## config.mk

```make
export PLATFORM = sky130hd
export DESIGN_NAME = forward_unit_ms
export DESIGN_NICKNAME = d
export VERILOG_FILES = /design/src/rtl/forward_unit_ms.sv
export SDC_FILE = /design/constraint.sdc
export NUM_CORES = 1
export LEC_CHECK = 0
export BUFFER_PORTS_ARGS = -buffer_cell sky130_fd_sc_hd__buf_2
export CAP_MARGIN = 20
export CORE_MARGIN = 2
export CORE_UTILIZATION = 51
export CTS_CLUSTER_SIZE = 16
export DETAILED_ROUTE_END_ITERATION = 10
export MAX_ROUTING_LAYER = met4
export PLACE_DENSITY = 0.81
export RECOVER_POWER = 100
export SLEW_MARGIN = 20
export SYNTH_ARGS = -nofsm -noshare
export SYNTH_HDL_FRONTEND = slang
export SYNTH_SLANG_ARGS = --single-unit
```

## constraint.sdc

```tcl
create_clock -name CLK -period 3.6 [get_ports CLK]
set_input_delay 0.9 -clock CLK [delete_from_list [all_inputs] [get_ports CLK]]
set_output_delay 0.9 -clock CLK [all_outputs]
set_load 0.01 [all_outputs]
```

## src/rtl/forward_unit_ms.sv

```systemverilog
// forward_unit_ms
// Forwarding and hazard unit for the pipelined datapath. Resolves NREAD
// decode-stage source registers against NSTAGE downstream write stages
// (stage 0 = youngest), raises a load-use stall when the selected value is
// still pending, keeps a per-port hold buffer of values retiring from the
// oldest stage while decode is frozen, and counts stall cycles (saturating).
//
// Ports:
//   CLK          system clock
//   nRST         asynchronous active-low reset
//   rsel         NREAD x 5-bit source register, port p at [5p+4:5p]
//   st_wsel      NSTAGE x 5-bit destination register per stage
//   st_wen       per-stage register-write flag
//   st_pend      per-stage "write data not available yet"
//   st_wdata     NSTAGE x 32-bit write data
//   dec_advance  decode latch advances at this edge
//   flush        decode flush
//   fwd_sel      per-port source: 0 regfile, k+1 stage k, NSTAGE+1 hold
//   fwd_data     per-port forwarded data (0 when fwd_sel=0)
//   hazard_stall decode must stall
//   stall_cnt    saturating count of stalled cycles
//
// Handshake: purely level-based. Outputs are valid in the same cycle as the
// inputs that produce them; hold state and the counter update on CLK edges.
module forward_unit_ms #(
    parameter int NREAD  = 2,
    parameter int NSTAGE = 2,
    parameter int CNTW   = 16,
    localparam int SELW  = $clog2(NSTAGE + 2)
) (
    input  logic                    CLK,
    input  logic                    nRST,
    input  logic [NREAD*5-1:0]      rsel,
    input  logic [NSTAGE*5-1:0]     st_wsel,
    input  logic [NSTAGE-1:0]       st_wen,
    input  logic [NSTAGE-1:0]       st_pend,
    input  logic [NSTAGE*32-1:0]    st_wdata,
    input  logic                    dec_advance,
    input  logic                    flush,
    output logic [NREAD*SELW-1:0]   fwd_sel,
    output logic [NREAD*32-1:0]     fwd_data,
    output logic                    hazard_stall,
    output logic [CNTW-1:0]         stall_cnt
);

    logic [NSTAGE-1:0] matchV   [NREAD];
    logic              holdV    [NREAD];
    logic [4:0]        holdTag  [NREAD];
    logic [31:0]       holdData [NREAD];
    logic [SELW-1:0]   selC     [NREAD];
    logic [31:0]       dataC    [NREAD];
    logic              pendC    [NREAD];
    logic              stallC;

    // Match(p,k): stage k writes the register port p reads; r0 never matches.
    always_comb begin
        for (int p = 0; p < NREAD; p++) begin
            matchV[p] = '0;
            for (int k = 0; k < NSTAGE; k++) begin
                matchV[p][k] = st_wen[k]
                             && (st_wsel[5*k +: 5] == rsel[5*p +: 5])
                             && (rsel[5*p +: 5] != 5'd0);
            end
        end
    end

    // Source selection. The hold entry is the weakest candidate; stages are
    // then scanned oldest to youngest so the youngest match is the last
    // writer. The stall comes only from the finally selected stage, so a
    // pending older stage shadowed by a younger match is ignored.
    always_comb begin
        stallC = 1'b0;
        for (int p = 0; p < NREAD; p++) begin
            selC[p]  = '0;
            dataC[p] = '0;
            pendC[p] = 1'b0;
            if (holdV[p] && (holdTag[p] == rsel[5*p +: 5]) && (rsel[5*p +: 5] != 5'd0)) begin
                selC[p]  = SELW'(NSTAGE + 1);
                dataC[p] = holdData[p];
            end
            for (int k = NSTAGE - 1; k >= 0; k--) begin
                if (matchV[p][k]) begin
                    selC[p]  = SELW'(k + 1);
                    dataC[p] = st_wdata[32*k +: 32];
                    pendC[p] = st_pend[k];
                end
            end
            stallC = stallC | pendC[p];
        end
    end

    always_comb begin
        fwd_sel  = '0;
        fwd_data = '0;
        for (int p = 0; p < NREAD; p++) begin
            fwd_sel[SELW*p +: SELW] = selC[p];
            fwd_data[32*p +: 32]    = dataC[p];
        end
    end

    assign hazard_stall = stallC;

    // Hold buffer: a frozen decode keeps seeing values that retire from the
    // oldest stage, independent of regfile write/read ordering. Any advance
    // or flush invalidates it, since the consumer instruction has changed.
    always_ff @(posedge CLK or negedge nRST) begin
        if (!nRST) begin
            for (int p = 0; p < NREAD; p++) begin
                holdV[p]    <= 1'b0;
                holdTag[p]  <= 5'd0;
                holdData[p] <= 32'd0;
            end
        end else if (flush || dec_advance) begin
            for (int p = 0; p < NREAD; p++) begin
                holdV[p] <= 1'b0;
            end
        end else begin
            for (int p = 0; p < NREAD; p++) begin
                if (matchV[p][NSTAGE-1] && !st_pend[NSTAGE-1]) begin
                    holdV[p]    <= 1'b1;
                    holdTag[p]  <= rsel[5*p +: 5];
                    holdData[p] <= st_wdata[32*(NSTAGE-1) +: 32];
                end
            end
        end
    end

    // Saturating stall counter; flush does not touch it.
    always_ff @(posedge CLK or negedge nRST) begin
        if (!nRST) begin
            stall_cnt <= '0;
        end else if (stallC && (stall_cnt != {CNTW{1'b1}})) begin
            stall_cnt <= stall_cnt + 1'b1;
        end
    end

endmodule

```

# Word-level counts from Yosys, hierarchy flattened
# Index checks and enable logic that the tools add are counted.
# totals
reg_bits	92
inputBits	92
output_inout_bits	85
word_cells	59
# op_classes
addsub	1
eq_ne	7
mux	19
bitwise	2
reduce_logical	23
# ops
operator	n
$mux W32	6
$eq A5 B5 Y1	6
$add A16 B1 Y16 const B	1
$ne A16 B16 Y1 const B	1
$logic_and A1 B1 Y1	15
$mux W2	7
$reduce_bool A5 Y1	2
$mux W1	6
$reduce_and A2 Y1	2
$reduce_bool A2 Y1	2
$logic_not A1 Y1	1
$logic_or A1 B1 Y1	1
$not A1 Y1	1
$or A1 B1 Y1	1

# Logic depth before layout (Yosys ltp)
# Gate-level depths: netlist (run 1).
# depth
ltp_word	7
depth_mapped	8
ltp_nobuf	8

# Worst setup path after synthesis (run 1)
# OpenSTA, ideal clock, no wires.
# synth_path
kind	input -> output
from	input rsel[0]
to	output fwd_data[1]
arrival_time_ps	2656
slack_ps	44
cell_stages	8
path_cell_list	or4_1 nor2_2 nor4_4 nor2b_1 clkbuf_1 clkbuf_1 a22oi_1 o21ai_0
# synth_between
elab_chain_len	6
elab_cells_between_ends	13
classes_between	3 x eq/ne; 3 x mux; 7 x reduce/logical
# synth_lines
item	line	source
from (decl)	33	input logic [NREAD*5-1:0] rsel,
$eq A5 B5 Y1	77	if (holdV[p] && (holdTag[p] == rsel[5*p +: 5]) && (rsel[5*p +: 5] != 5'd0)) begin
$logic_and A1 B1 Y1 (2 in a row)	77	
$mux W32	77	
$mux W32	82	if (matchV[p][k]) begin
$mux W32 *	82	
to (decl)	41	output logic [NREAD*32-1:0] fwd_data,
# Mark *: on every way between the ends. The rest lies on a longest branch, timed or not.

# Worst setup path in the final report (run 1)
# layout_path
from	input rsel[5]
to	output fwd_data[41]
# Same word-level chain as after synthesis.

==> results_tabular.tex, run 1 <==
\begin{tabular}{lr}
\hline
Metric & Value \\
\hline
\multicolumn{2}{l}{\textbf{Cells and area}} \\
\quad Fraction of final layout cells sized beyond drive strength 1 & 0.477 \\
\quad Total Nets Final & 803 \\
\quad Core utilization of the finished layout & 0.716 \\
\quad Final cell count without fillers & roughly 850 \\
\quad Layout Area Growth over Synthesis & 35.4\% \\
\quad \# diodes & 0 \\
\multicolumn{2}{l}{\textbf{Route}} \\
\quad DRC & 0 \\
\quad Number of vias per cell & 5.69 \\
\quad Average wire length per cell after detail routing & $\sim$17 microns \\
\quad Total Routed Length & between 10 and 15 mm \\
\quad First-iteration detailed-routing DRC count & 240 \\
\quad Vias after detailed routing & just under 5000 \\
\quad First-pass detailed-route iteration total & 4 \\
\quad Number of routed nets with antenna violations & 0 \\
\multicolumn{2}{l}{\textbf{Logic synthesis}} \\
\quad Top post-synthesis cells by count & 92 x sky130\_fd\_sc\_hd\_\_dfrtp\_1, 80 x sky130\_fd\_sc\_hd\_\_nand2\_1, 76 x sky130\_fd\_sc\_hd\_\_mux2\_2 \\
\quad Post-synth net total & slightly above 600 \\
\quad Share of flip-flops with an asynchronous set or reset after synthesis & 1.00 \\
\quad Post-synth top area share & 0.442 \\
\quad Flip-flop and latch count after synthesis & 92 \\
\quad Number of distinct standard cells referenced by the synthesized netlist & 30 \\
\quad Number of enable flip-flop cells after synthesis & 0 \\
\quad Cell types with the largest area share after synthesis & sky130\_fd\_sc\_hd\_\_dfrtp\_1 44\%, sky130\_fd\_sc\_hd\_\_mux2\_2 16\%, sky130\_fd\_sc\_hd\_\_a22oi\_1 9.1\%, sky130\_fd\_sc\_hd\_\_o21ai\_0 6.2\%, sky130\_fd\_sc\_hd\_\_nand2\_1 5.8\% \\
\quad Count leader, synth & sky130\_fd\_sc\_hd\_\_dfrtp\_1 \\
\quad Warnings from Yosys & 0 \\
\quad Most area-hungry cell type in the Yosys netlist & sky130\_fd\_sc\_hd\_\_dfrtp\_1 \\
\quad Share of synthesized area occupied by flip-flops and latches & 0.442 \\
\quad Post-synth design cell area & between 5000 and 6000 sq um \\
\quad Most frequently used flop master after synthesis & sky130\_fd\_sc\_hd\_\_dfrtp\_1 \\
\quad Mapped Cells & $\sim$520 \\
\quad Per-instance average area after synthesis & 10.0 sq um \\
\multicolumn{2}{l}{\textbf{Die}} \\
\quad Die ar. & around 11000 sq um \\
\quad Initial core utilization & 0.529 \\
\quad Number of standard-cell rows in the floorplan & 36 \\
\quad Horizontal die dimension & about 110 microns \\
\quad Die Height & $\sim$110 microns \\
\quad I/O pin cnt & 177 \\
\quad Core area & around 9900 sq um \\
\multicolumn{2}{l}{\textbf{Placed design}} \\
\quad Cell Count Post-Placement & about 800 \\
\quad Final weighted congestion in routability-driven placement & 0.864 \\
\quad Half-perimeter wire length after placement & 10.0 mm \\
\quad Count of buffers inserted at the top-level ports & 176 \\
\multicolumn{2}{l}{\textbf{Timing}} \\
\quad Fin crit period & approximately 3.6 ns \\
\quad Max Transition Viols Final & 93 \\
\quad Final setup viols & 3 \\
\quad Tightest Pin Transition & between 2 and 2.5 ns \\
\quad Final number of hold-violating endpoints & 0 \\
\quad Worst setup margin & -0.0113 ns \\
\quad Summed negative setup slack over all endpoints & -0.0206 ns \\
\quad Portion of the clock cycle consumed by the worst path in the final layout & 1.00 \\
\quad Unrepaired setup endpoints after global routing & yes \\
\quad Worst setup skew after layout & approximately 0.0027 ns \\
\quad Highest attainable clock frequency & about 280 MHz \\
\quad Max-slew headroom at the worst pin & -0.487 \\
\multicolumn{2}{l}{\textbf{Clock network}} \\
\quad Count of clock tree sinks & 92 \\
\quad Number of buffers inserted during clock tree synthesis & 9 \\
\quad H-tree levels & 3 \\
\quad Clock latency on the worst-skew pair & about 0.35 ns \\
\quad Clock-pin slew reported for the worst setup and hold paths after clock tree synthesis & approximately 0.080 ns \\
\quad Cts hold-fix bufs & 0 \\
\quad Buffer type at the clock tree root & sky130\_fd\_sc\_hd\_\_clkbuf\_8 \\
\quad CTS Buffer Depth & 2 \\
\quad TritonCTS clock tree & built \\
\multicolumn{2}{l}{\textbf{Worst setup path}} \\
\quad Required time at the endpoint of the critical path & about 2.7 ns \\
\quad Worst-path fanout max & 7 \\
\quad Capturing element type of the critical path & primary output \\
\quad Worst setup path category & in -> out \\
\quad Type of element launching the critical path & input port \\
\quad Arrival time of the worst setup path & between 2 and 3 ns \\
\multicolumn{2}{l}{\textbf{Pwr}} \\
\quad Leak & 3.37 nW \\
\quad Worst IR Drop VDD & 0.000267 V \\
\quad Pwr per Cell Area & around 310 nW/um\^{}2 \\
\quad Power consumption & 2.19 mW \\
\multicolumn{2}{l}{\textbf{Run status}} \\
\quad Result of the run & finished, violations left \\
\quad Failing checks & max-capacitance violations, max-slew violations, negative setup slack \\
\multicolumn{2}{l}{\textbf{Global routing}} \\
\quad Number of global-route vias before repair & roughly 4800 \\
\quad Global-route wire length before repair & between 20 and 25 mm \\
\quad Largest net degree at the start of global routing & 93 \\
\quad Total routing usage reported by global routing & 0.260 \\
\quad Number of antenna violations at the first check in global routing & 0 \\
\quad Residual overflow from global routing & 0 \\
\multicolumn{2}{l}{\textbf{Hold path}} \\
\quad Path class of the lowest-slack min-delay path & reg -> reg \\
\multicolumn{2}{l}{\textbf{Run}} \\
\quad Total of max-cap violations & 1 \\
\hline
\end{tabular}
cell families after synthesis:
family,synth area share
xor gates and xnor gates,0.0739
and+or+nand+nor,0.121
AOI/OAI and AO/OA,0.168
buffers and inverters,0.0286
muxes,0.164
DFF,0.442
adders and majority gates,0.00240
final cells by class:
type	count	area (sq um)
clock buffers	11	131
clock inverters	5	61.3
fillers	705	2800
inverters	2	7.51
multi-input cells	390	3000
flip-flops and latches	92	2300
well taps	133	166
repair buffers	215	1390
worst paths after layout:
kind / endpoint / cells after the start / start / slack, ns
setup / recovery: fwd_data[41] / 10 / rsel[5] / -0.01
max in group asynchronous: holdV[1] / 1 / nRST / 1.09
hold reg to reg: holdV[1] / 1 / holdV[1] / 0.49
setup reg to reg: stall_cnt[1] / 7 / stall_cnt[0] / 1.39
min in group asynchronous: holdData[8] / 1 / nRST / 1.19
hold / removal: holdV[1] / 1 / holdV[1] / 0.49
metal layers:
metal / part of all wire / routed length (microns) / track usage
met2: 0.50 / 7250 / 0.440
met1: 0.42 / 6140 / 0.323
met5: 0 / 0 / -
met3: 0.056 / 816 / 0.0337
met4: 0.028 / 413 / 0.0857
sequential cells by signal (all words and copies together) (netlist names):
signal,cells
stall_cnt,16
holdData,64
holdTag,10
holdV,2
per-stage QoR:
| stage | setup slack [ns] | area, sq um | hold slack, ns |
|---|---|---|---|
| 2_1_floorplan | 0.0435 | 5210 | 0.449 |
| 3_3_place_gp | -0.0302 | 6370 | 0.466 |
| 3_5_place_dp | -0.0826 | 6370 | 0.481 |
| 4_1_cts | -0.00164 | 6590 | 0.497 |
| 5_1_grt | -0.0884 | 7060 | 0.524 |
| 6_report | -0.0113 | 7060 | 0.495 |
cells in the final DEF (no fill, tap or decap), drive strengths merged:
cell and instances:
a21o 2, a21oi 1, a22o 1, a22oi 64, a31o 1, and3 5
buf 194, bufinv 1, clkbuf 32, clkinvlp 3, dfrtp 92, ha 1
inv 3, mux2 76, nand2 80, nand3 4, nand4 9, nor2 13
nor2b 2, nor3 9, nor4 4, o211a 1, o21ai 65, or2 1
or3 2, or4 4, or4b 1, xnor2 28, xor2 16
critical path, stage by stage:
cell and delay (ns):
sky130_fd_sc_hd__buf_8 0.10, sky130_fd_sc_hd__or4_4 0.55, sky130_fd_sc_hd__nor2_4 0.18, sky130_fd_sc_hd__nor4_4 0.11
sky130_fd_sc_hd__nor2_4 0.20, sky130_fd_sc_hd__buf_6 0.12, sky130_fd_sc_hd__buf_8 0.13, sky130_fd_sc_hd__a22oi_2 0.06
sky130_fd_sc_hd__o21ai_1 0.19, sky130_fd_sc_hd__buf_2 0.17
power breakdown:
group	switching, mW	internal (mW)	leakage [nW]
combinational	0.176	0.169	2.01
sequential	0.0604	1.11	1.27
clock	0.356	0.324	0.0862
repair_timing:
item / in CTS / in global routing
buffers inserted: 0 / 10
gates cloned: 0 / 6
endpoints found under the setup margin: 53 / 64
pin swaps: 0 / 24
gates resized for setup: 6 / 111
(Power assumes the default switching activity.)
==> inputs of run 2 (changes only) <==
--- a/config.mk
+++ b/config.mk
@@ -11,7 +11,6 @@
 export CORE_UTILIZATION = 51
 export CTS_CLUSTER_SIZE = 16
 export DETAILED_ROUTE_END_ITERATION = 10
-export MAX_ROUTING_LAYER = met4
 export PLACE_DENSITY = 0.81
 export RECOVER_POWER = 100
 export SLEW_MARGIN = 20
==> run 2 against run 1 <==
  * The flow still finishes with violations (max-capacitance violations, max-slew violations, negative setup slack)
  * Clock power barely moved
  * Final cell count stayed put
  * Combinational power barely moved
  * Hold slack better by 0.0056 ns
  * Worst setup slack lost 0.0022 ns
  * Fmax hardly changed
  * Clock-buffer cell count stayed put
  * Via count rose by 0.56%
==> results_tabular.tex, run 2 (same netlist as run 1, synthesis figures left out) <==
\begin{tabular}{lr}
\hline
Metric & Value \\
\hline
\multicolumn{2}{l}{\textbf{Cells and area}} \\
\quad Total Nets Final & about 800 \\
\quad Largest registers in the final layout & holdData (64), stall\_cnt (16), holdTag (10) \\
\quad Most frequent standard cell in the layout excluding fill and tap cells & sky130\_fd\_sc\_hd\_\_buf\_2 \\
\quad Layout Area Growth over Synthesis & 35.4\% \\
\quad Area taken by flip-flops and latches & approximately 2300 sq um \\
\quad Number of filler instances in the final layout & between 700 and 800 \\
\quad Register with the highest flop count & holdData \\
\quad Most frequent cells in the layout & 155 x sky130\_fd\_sc\_hd\_\_buf\_2, 92 x sky130\_fd\_sc\_hd\_\_dfrtp\_1, 80 x sky130\_fd\_sc\_hd\_\_nand2\_1, 76 x sky130\_fd\_sc\_hd\_\_mux2\_2, 53 x sky130\_fd\_sc\_hd\_\_o21ai\_1 \\
\quad Core utilization of the finished layout & 0.716 \\
\quad \# diodes & 0 \\
\quad Flip-flop count of the largest register after layout & 64 \\
\quad Area of the multi-input gates & between 3000 and 4000 sq um \\
\quad Fraction of final layout cells sized beyond drive strength 1 & 0.477 \\
\quad Final Cell Area & approximately 7000 sq um \\
\multicolumn{2}{l}{\textbf{Timing}} \\
\quad Final setup viols & 2 \\
\quad Portion of the clock cycle consumed by the worst path in the final layout & 1.00 \\
\quad Worst setup margin & -0.0135 ns \\
\quad Max Transition Viols Final & 93 \\
\quad Tightest Pin Transition & 2.24 ns \\
\quad Unrepaired setup endpoints after global routing & yes \\
\quad Final number of hold-violating endpoints & 0 \\
\quad Worst slack on hold paths & $\sim$0.5 ns \\
\quad Highest attainable clock frequency & about 280 MHz \\
\quad Worst setup skew after layout & around 0.0025 ns \\
\quad Fin crit period & about 3.6 ns \\
\quad Max-slew headroom at the worst pin & -0.496 \\
\multicolumn{2}{l}{\textbf{Clock network}} \\
\quad Clock latency on the worst-skew pair & 0.35 ns \\
\quad TritonCTS clock tree & built \\
\quad CTS Buffer Depth & 2 \\
\quad Clock-pin slew reported for the worst setup and hold paths after clock tree synthesis & 0.09 ns \\
\quad H-tree levels & 3 \\
\quad Cts hold-fix bufs & 0 \\
\quad Count of clock tree sinks & 92 \\
\quad Number of buffers inserted during clock tree synthesis & 9 \\
\quad Buffer type at the clock tree root & sky130\_fd\_sc\_hd\_\_clkbuf\_8 \\
\multicolumn{2}{l}{\textbf{Pwr}} \\
\quad Worst IR Drop VDD & 0.000267 V \\
\quad Pwr per Cell Area & around 310 nW/um\^{}2 \\
\quad Leak & about 3.4 nW \\
\multicolumn{2}{l}{\textbf{Die}} \\
\quad I/O pin cnt & around 180 \\
\quad Horizontal die dimension & approximately 110 microns \\
\quad Core area & just under 10000 sq um \\
\quad Initial core utilization & 0.529 \\
\quad Die ar. & 11000 sq um \\
\quad Die Height & $\sim$110 microns \\
\quad Number of standard-cell rows in the floorplan & 36 \\
\multicolumn{2}{l}{\textbf{Route}} \\
\quad First-pass detailed-route iteration total & 4 \\
\quad Vias after detailed routing & roughly 4900 \\
\quad Number of routed nets with antenna violations & 0 \\
\quad First-iteration detailed-routing DRC count & roughly 230 \\
\quad Total Routed Length & about 15 mm \\
\quad Average wire length per cell after detail routing & between 15 and 20 microns \\
\quad DRC & 0 \\
\quad Number of vias per cell & $\sim$5.7 \\
\multicolumn{2}{l}{\textbf{Worst setup path}} \\
\quad Capturing element type of the critical path & primary output \\
\quad Worst-path fanout max & 7 \\
\quad Buffers and inverters on the worst path & 4 \\
\quad Origin of the worst setup path & rsel[5] \\
\quad Cell with the biggest individual delay on the critical path & sky130\_fd\_sc\_hd\_\_or4\_4 \\
\quad Type of element launching the critical path & input port \\
\quad Cell repeated most along the worst path & sky130\_fd\_sc\_hd\_\_nor2\_4 \\
\quad Required time at the endpoint of the critical path & roughly 2.7 ns \\
\quad Worst flop-to-flop path startpoint & stall\_cnt[0] \\
\quad Ordered cell list for the critical path & buf\_8 -> or4\_4 -> nor2\_4 -> nor4\_4 -> nor2\_4 -> buf\_6 -> clkbuf\_16 -> a22oi\_1 -> o21ai\_0 -> buf\_2 \\
\quad Arrival time of the worst setup path & 2.71 ns \\
\quad Flop2flop setup slack & roughly 1.4 ns \\
\quad Critical path's largest stage delay & 0.55 ns \\
\quad Worst setup path category & in -> out \\
\quad Cell type group with the largest total delay on the critical path & simple AND/OR/NAND/NOR gates \\
\multicolumn{2}{l}{\textbf{Global routing}} \\
\quad Global-route wire length before repair & 22.9 mm \\
\quad Residual overflow from global routing & 0 \\
\quad Number of antenna violations at the first check in global routing & 0 \\
\quad Number of global-route vias before repair & between 4000 and 5000 \\
\quad Largest net degree at the start of global routing & 93 \\
\quad Total routing usage reported by global routing & 0.252 \\
\multicolumn{2}{l}{\textbf{Run status}} \\
\quad Failing checks & max-capacitance violations, max-slew violations, negative setup slack \\
\quad Result of the run & finished, violations left \\
\multicolumn{2}{l}{\textbf{Hold path}} \\
\quad Path class of the lowest-slack min-delay path & reg -> reg \\
\quad Launch instance of the worst min-delay path & stall\_cnt[11] \\
\multicolumn{2}{l}{\textbf{Placed design}} \\
\quad Count of buffers inserted at the top-level ports & 176 \\
\quad Total cell area at the placement stage & 6370 sq um \\
\quad Final weighted congestion in routability-driven placement & about 0.85 \\
\quad Half-perimeter wire length after placement & 10.0 mm \\
\multicolumn{2}{l}{\textbf{Run}} \\
\quad Total of max-cap violations & 1 \\
\hline
\end{tabular}
run 2: what timing repair did:
item,CTS,global route
gates resized for setup,6,111
cloned,0,6
pin swaps,0,24
setup buffers,0,10
endpoints found under the setup margin,53,64
run 2: where the power goes:
group	switching, mW	internal, mW	total, mW
Sequential	0.0608	1.11	1.17
Clock	0.355	0.324	0.680
Combinational	0.177	0.169	0.345
Total	0.593	1.60	2.20
run 2: final timing paths:
kind / cells past startpoint / to
max: 10 / fwd_data[47]
min: 1 / stall_cnt[11]
max reg2reg: 7 / stall_cnt[1]
min in group asynchronous: 1 / holdData[8]
min reg2reg: 1 / stall_cnt[11]
max in group asynchronous: 1 / holdV[1]
run 2: metal layers:
metal | routed length (microns) | vias up | GRT usage
met3 | 780 | 32 | 0.0387
li1 | - | 2271 | -
met5 | 0 | - | 0
met1 | 6210 | 2374 | 0.317
met2 | 7300 | 175 | 0.442
met4 | 367 | 0 | 0.0876
run 2: layout make-up:
| cell class | count | share of cell area |
|---|---|---|
| clock buffers | 11 | 0.0186 |
| well taps | 133 | 0.0236 |
| inverters | 2 | 0.00106 |
| clock inverters | 5 | 0.00868 |
| repair buffers | 215 | 0.197 |
| flip-flops and latches | 92 | 0.326 |
| multi-input cells | 390 | 0.425 |
run 2: worst reg2reg max path, delay by kind of cell (launching register included):
family | cells | cell delay [ns]
AND/OR/NAND/NOR | 3 | 0.76
flip-flops | 1 | 0.41
multiplexers | 1 | 0.29
AO/OA/AOI/OAI | 2 | 0.43
adder cells (fa/ha/maj) | 1 | 0.22
run 2: stage by stage:
step	power [mW]	setup TNS, ns	setup WS (ns)	cells
after CTS	2.18	-0.00164	-0.00164	832
after global placement	1.49	-0.241	-0.0302	816
after floorplan	1.33	0	0.0435	519
final	2.20	-0.0205	-0.0135	848
after global routing	2.29	-1.01	-0.0884	848
after detailed placement	1.51	-1.25	-0.0826	816
